==> src/rtl/noc_router_input_port.sv <==
// Router input port: frames NI flits into 6-flit packets, buffers them in a FWFT FIFO
// and presents each packet to one XY-routed crossbar output. Optional macro: NOC_PORT_ERR_CNT_EN.
module noc_router_input_port #(
    parameter logic [1:0] NODE_ID    = 2'b00,
    parameter int         DEPTH      = 8,
    parameter logic [5:0] HEADER_TAG = 6'b111111,
    parameter logic [7:0] TAIL_FLIT  = 8'hFF
) (
    input  logic       clk,
    input  logic       rst_n,
    input  logic [7:0] in_flit,
    input  logic       in_valid,
    output logic       in_ready,
    output logic [7:0] out_flit,
    output logic [4:0] out_req,
    input  logic [4:0] out_ready,
    output logic       out_head,
    output logic       out_tail,
    output logic [7:0] err_count
);
    localparam int AW = $clog2(DEPTH);

    typedef enum logic [1:0] {TAG_BODY = 2'd0, TAG_HEAD = 2'd1, TAG_TAIL = 2'd2} tag_e;
    typedef enum logic [1:0] {IN_HEAD, IN_BODY, IN_TAIL} in_state_e;
    typedef enum logic {OUT_ROUTE, OUT_SEND} out_state_e;

    in_state_e  in_state_q;
    out_state_e out_state_q;
    logic [2:0] pos_q;
    logic [4:0] route_q;
    logic       rdy_q;

    logic [9:0]  mem_q [DEPTH];
    logic [AW:0] wr_ptr_q, wr_ptr_d, rd_ptr_q, rd_ptr_d;
    logic        empty, full, push, pop, in_xfer, hdr_ok, send_vld;
    tag_e        push_tag;
    logic [9:0]  head;

    // Extra pointer bit distinguishes full from empty when the indices match.
    assign empty    = (wr_ptr_q == rd_ptr_q);
    assign full     = (wr_ptr_q[AW] != rd_ptr_q[AW]) && (wr_ptr_q[AW-1:0] == rd_ptr_q[AW-1:0]);
    assign in_ready = rdy_q && !full;
    assign in_xfer  = in_valid && in_ready;
    assign hdr_ok   = (in_flit[7:2] == HEADER_TAG);
    assign head     = mem_q[rd_ptr_q[AW-1:0]];

    always_comb begin
        push     = 1'b0;
        push_tag = TAG_BODY;
        case (in_state_q)
            IN_HEAD: begin
                push     = in_xfer && hdr_ok;
                push_tag = TAG_HEAD;
            end
            IN_BODY: push = in_xfer;
            IN_TAIL: begin
                push     = in_xfer;
                push_tag = TAG_TAIL;
            end
            default: push = 1'b0;
        endcase
    end

    assign send_vld = (out_state_q == OUT_SEND) && !empty;
    assign out_req  = send_vld ? route_q : 5'b0;
    assign pop      = |(out_req & out_ready);
    assign out_flit = head[7:0];
    assign out_head = send_vld && (head[9:8] == TAG_HEAD);
    assign out_tail = send_vld && (head[9:8] == TAG_TAIL);

    assign wr_ptr_d = wr_ptr_q + {{AW{1'b0}}, push};
    assign rd_ptr_d = rd_ptr_q + {{AW{1'b0}}, pop};

    // XY routing: resolve x first, then y; one-hot {S,N,W,E,L}.
    function automatic logic [4:0] xy_route(input logic [1:0] dest);
        if (dest[0] > NODE_ID[0])      return 5'b00010;
        else if (dest[0] < NODE_ID[0]) return 5'b00100;
        else if (dest[1] > NODE_ID[1]) return 5'b01000;
        else if (dest[1] < NODE_ID[1]) return 5'b10000;
        else                           return 5'b00001;
    endfunction

    always_ff @(posedge clk) begin
        if (push) mem_q[wr_ptr_q[AW-1:0]] <= {push_tag, in_flit};
    end

    always_ff @(posedge clk or negedge rst_n) begin
        if (!rst_n) begin
            wr_ptr_q <= '0;
            rd_ptr_q <= '0;
            rdy_q    <= 1'b0;
        end else begin
            wr_ptr_q <= wr_ptr_d;
            rd_ptr_q <= rd_ptr_d;
            rdy_q    <= 1'b1;
        end
    end

    always_ff @(posedge clk or negedge rst_n) begin
        if (!rst_n) begin
            in_state_q <= IN_HEAD;
            pos_q      <= 3'd0;
        end else if (in_xfer) begin
            case (in_state_q)
                IN_HEAD: if (hdr_ok) begin
                    in_state_q <= IN_BODY;
                    pos_q      <= 3'd1;
                end
                IN_BODY: begin
                    pos_q <= pos_q + 3'd1;
                    if (pos_q == 3'd4) in_state_q <= IN_TAIL;
                end
                default: begin
                    in_state_q <= IN_HEAD;
                    pos_q      <= 3'd0;
                end
            endcase
        end
    end

    always_ff @(posedge clk or negedge rst_n) begin
        if (!rst_n) begin
            out_state_q <= OUT_ROUTE;
            route_q     <= 5'b0;
        end else begin
            case (out_state_q)
                OUT_ROUTE: if (!empty) begin
                    route_q     <= xy_route(head[1:0]);
                    out_state_q <= OUT_SEND;
                end
                default: if (pop && head[9:8] == TAG_TAIL) out_state_q <= OUT_ROUTE;
            endcase
        end
    end

`ifdef NOC_PORT_ERR_CNT_EN
    logic [7:0] err_q;
    logic       err_evt;
    assign err_evt = in_xfer && (((in_state_q == IN_HEAD) && !hdr_ok) ||
                                 ((in_state_q == IN_TAIL) && (in_flit != TAIL_FLIT)));
    always_ff @(posedge clk or negedge rst_n) begin
        if (!rst_n)                         err_q <= 8'h00;
        else if (err_evt && err_q != 8'hFF) err_q <= err_q + 8'd1;
    end
    assign err_count = err_q;
`else
    assign err_count = 8'h00;
`endif
endmodule

==> config.mk <==
export PLATFORM = sky130hd
export DESIGN_NAME = noc_router_input_port
export DESIGN_NICKNAME = d
export VERILOG_FILES = /design/src/rtl/noc_router_input_port.sv
export SDC_FILE = /design/constraint.sdc
export NUM_CORES = 1
export LEC_CHECK = 0
export CORE_ASPECT_RATIO = 0.5
export CORE_MARGIN = 1
export CORE_UTILIZATION = 53
export CTS_BUF_LIST = sky130_fd_sc_hd__clkbuf_16
export DETAILED_ROUTE_END_ITERATION = 16
export PLACE_DENSITY_LB_ADDON = 0.1
export REMOVE_ABC_BUFFERS = 1
export SLEW_MARGIN = 20
export SYNTH_ARGS = -nofsm -noshare
export SYNTH_HDL_FRONTEND = slang
export SYNTH_SLANG_ARGS = --single-unit
==> constraint.sdc <==
create_clock -name clk -period 8.4 [get_ports clk]
set_input_delay 1.26 -clock clk [delete_from_list [all_inputs] [get_ports clk]]
set_output_delay 1.26 -clock clk [all_outputs]
set_load 0.01 [all_outputs]
==> impl_metrics.tcl <==
set metrics [dict create \
    p_per_area_mw_per_mm2 317 \
    synth_area_sq_mm 0.00418 \
    mostFrequentLayoutCell "edfxtp_1" \
    wl_per_cell_microns 19.2 \
    port_buffers 27 \
    first_pass_iters 4 \
    wl_met3_microns 433 \
    yosysWarnings 0 \
    gp_congestion 0.735 \
    critPathSlowestCell "clkdlybuf4s50_1" \
    timing.max_cap.violations 0 \
    clkTransAtPathRegs_ns 0.06 \
    end_kind "output port" \
    maxSlewHeadroom_pct 42.6 \
    met1_length_mm 3.34 \
    maxSlewViolCount 0 \
    post_dp_cell_area_sq_mm 0.00458 \
    start_util_pct 55.8 \
    finalSetupViolations 0 \
    final_cells 381 \
    fmax_ghz 0.246 \
    required_ns 7.14 \
    clock_sinks 98 \
    fin_hold_ws_ns 0.495 \
    crit_fanout 18 \
    tightest_slew_ns 0.861 \
    setup_ws_ns 4.33 \
    ant_nets 0 \
    cts_root_buf "clkbuf_16" \
    drive_gt1_share_pct 23.4 \
    antennaDiodeCount 0 \
    synth.distinct_cells 41 \
    nets 294 \
    critPathTopFamily "buffers and inverters" \
    synth.avg_cell_area_sq_um 18.0 \
    grt_pass1_wl_mm 12.1 \
    rsz0062_at_grt "no" \
    path_class "register to output port" \
    cts_inserted_buffers 9 \
    critPathBufInv 2 \
    utilization_pct 65.0 \
    grt_pass1_vias 2279 \
    rows 22 \
    fin_crit_sh_pct 48.4 \
    die_w_microns 128 \
    overflow 0 \
    ctsResizeCount 0 \
    clock_latency_ns 0.34 \
    worstPathArrival_ns 2.81 \
    p_total_mw 1.54 \
    crit_chain "buf_4 > mux4_2 > mux2_2 > nor3_1 > clkdlybuf4s50_1" \
    skew_ns 0.0101 \
    h-tree-depth 3 \
    grt_start_max_net_pins 22 \
    die_area_sq_mm 0.00826 \
    core_region_area_sq_mm 0.00749 \
    fp.dieH_microns 64.8 \
    status "complete, no violations" \
    netlist_instances 232 \
    ir_drop_uv 263 \
    grt_use_total_pct 20.9 \
    slowest_delay_ns 0.59 \
    top_layer_used "met4" \
    placedCellCount 365 \
    setup_tns_ns 0 \
    vias_per_cell 5.46 \
    ctsHoldBuffers 0 \
    critPathLaunchType "register" \
    wl_met2_mm 3.50 \
    io_pins 40 \
    postCtsSetupBuffers 0 \
    area_growth_pct 16.4 \
    drt-initial-drc-count 225 \
    pre_cts_ws_ns 4.43 \
    ys_ff_latch 98 \
    antenna_found_initial 0 \
    hpwl_mm 4.78 \
    num_vias 2081 \
    timing_hold_violations_final 0 \
    cts_tree "yes" \
    synth-seq-area-share_pct 68.3 \
    hold_path_class "register to register" \
    post-route-drc-count 0 \
    period_needed_ns 4.07 \
    detail_route.wirelength_mm 7.32 \
    layout_common_cells "edfxtp_1, clkdlybuf4s50_1, mux4_2" \
    p_leak_nw 1.72 \
    cts_buffer_depth 2 \
    design_area_sq_mm 0.00486 \
]
-- power breakdown --
part | internal (mW) | switching, mW | leakage, nW
combinational | 0.284 | 0.208 | 0.637
clock | 0.204 | 0.176 | 0.140
sequential | 0.581 | 0.0871 | 0.943
total | 1.07 | 0.471 | 1.72
-- logic make-up after synthesis --
logic type / Yosys count / synth area share (%)
xor+xnor: 8 / 1.68
mux: 34 / 14.9
other cells: 2 / 0.180
simple gates: 36 / 4.97
flops: 98 / 68.3
buf+inv: 29 / 3.92
compound gates: 15 / 3.09
fa+ha+maj: 10 / 3.00
-- per-layer routing --
metal	up-vias	global-route usage, %
met5	-	0
met4	0	7.29
met3	5	6.44
met2	60	32.7
met1	1053	28.3
li1	963	-
-- layout make-up --
class	instances	area, sq um
inverter	10	37.5
fill	538	2620
timing repair buffer	35	330
sequential	98	2850
tap	108	135
multi-input combinational	114	1230
clock inverter	7	53.8
clock buffer	9	225
-- flip-flops by register name, indices dropped and copies added, names as in the netlist --
register and count:
route_q 3, rdy_q 1, in_state_q 2, out_state_q 1, mem_q 80, pos_q 3
rd_ptr_q 4, wr_ptr_q 4
-- synthesized netlist by cell type, drive strengths merged --
library cell	instances	area, sq um
o22a	1	8.76
a41oi	3	33.8
conb	2	7.51
nand3b	1	7.51
mux4	20	454
inv	10	37.5
xor2	3	26.3
a21oi	5	25.0
nor3	3	15.0
nor4bb	1	10.0
ha	10	125
nand3	4	20.0
nor4b	3	26.3
nand2	7	26.3
nor4	1	6.26
nor2	6	22.5
dfrtp	18	450
mux2	12	146
o32a	1	10.0
or3	1	6.26
buf	17	119
mux2i	2	20.0
a222oi	1	10.0
nor2b	1	13.8
and2b	1	7.51
and3	4	25.0
edfxtp	80	2400
a211oi	1	7.51
and2	1	6.26
xnor2	5	43.8
o211ai	2	28.8
nand4	1	6.26
nand4b	1	8.76
o21ai	1	5.00
clkbuf	2	7.51
-- worst paths after layout --
check	slack, ns	end	from	cells after the start
worst max-delay path	4.33	out_head	rd_ptr_q[0]	5
worst min-delay path	0.50	rd_ptr_q[3]	rd_ptr_q[3]	1
worst max register to register	5.39	mem_q[4][6]	rd_ptr_q[2]	5
worst min register to register	0.50	rd_ptr_q[3]	rd_ptr_q[3]	1
max in group asynchronous	6.48	rd_ptr_q[1]	rst_n	1
min in group asynchronous	1.39	wr_ptr_q[3]	rst_n	1
Power figures use the tool's default switching activity.
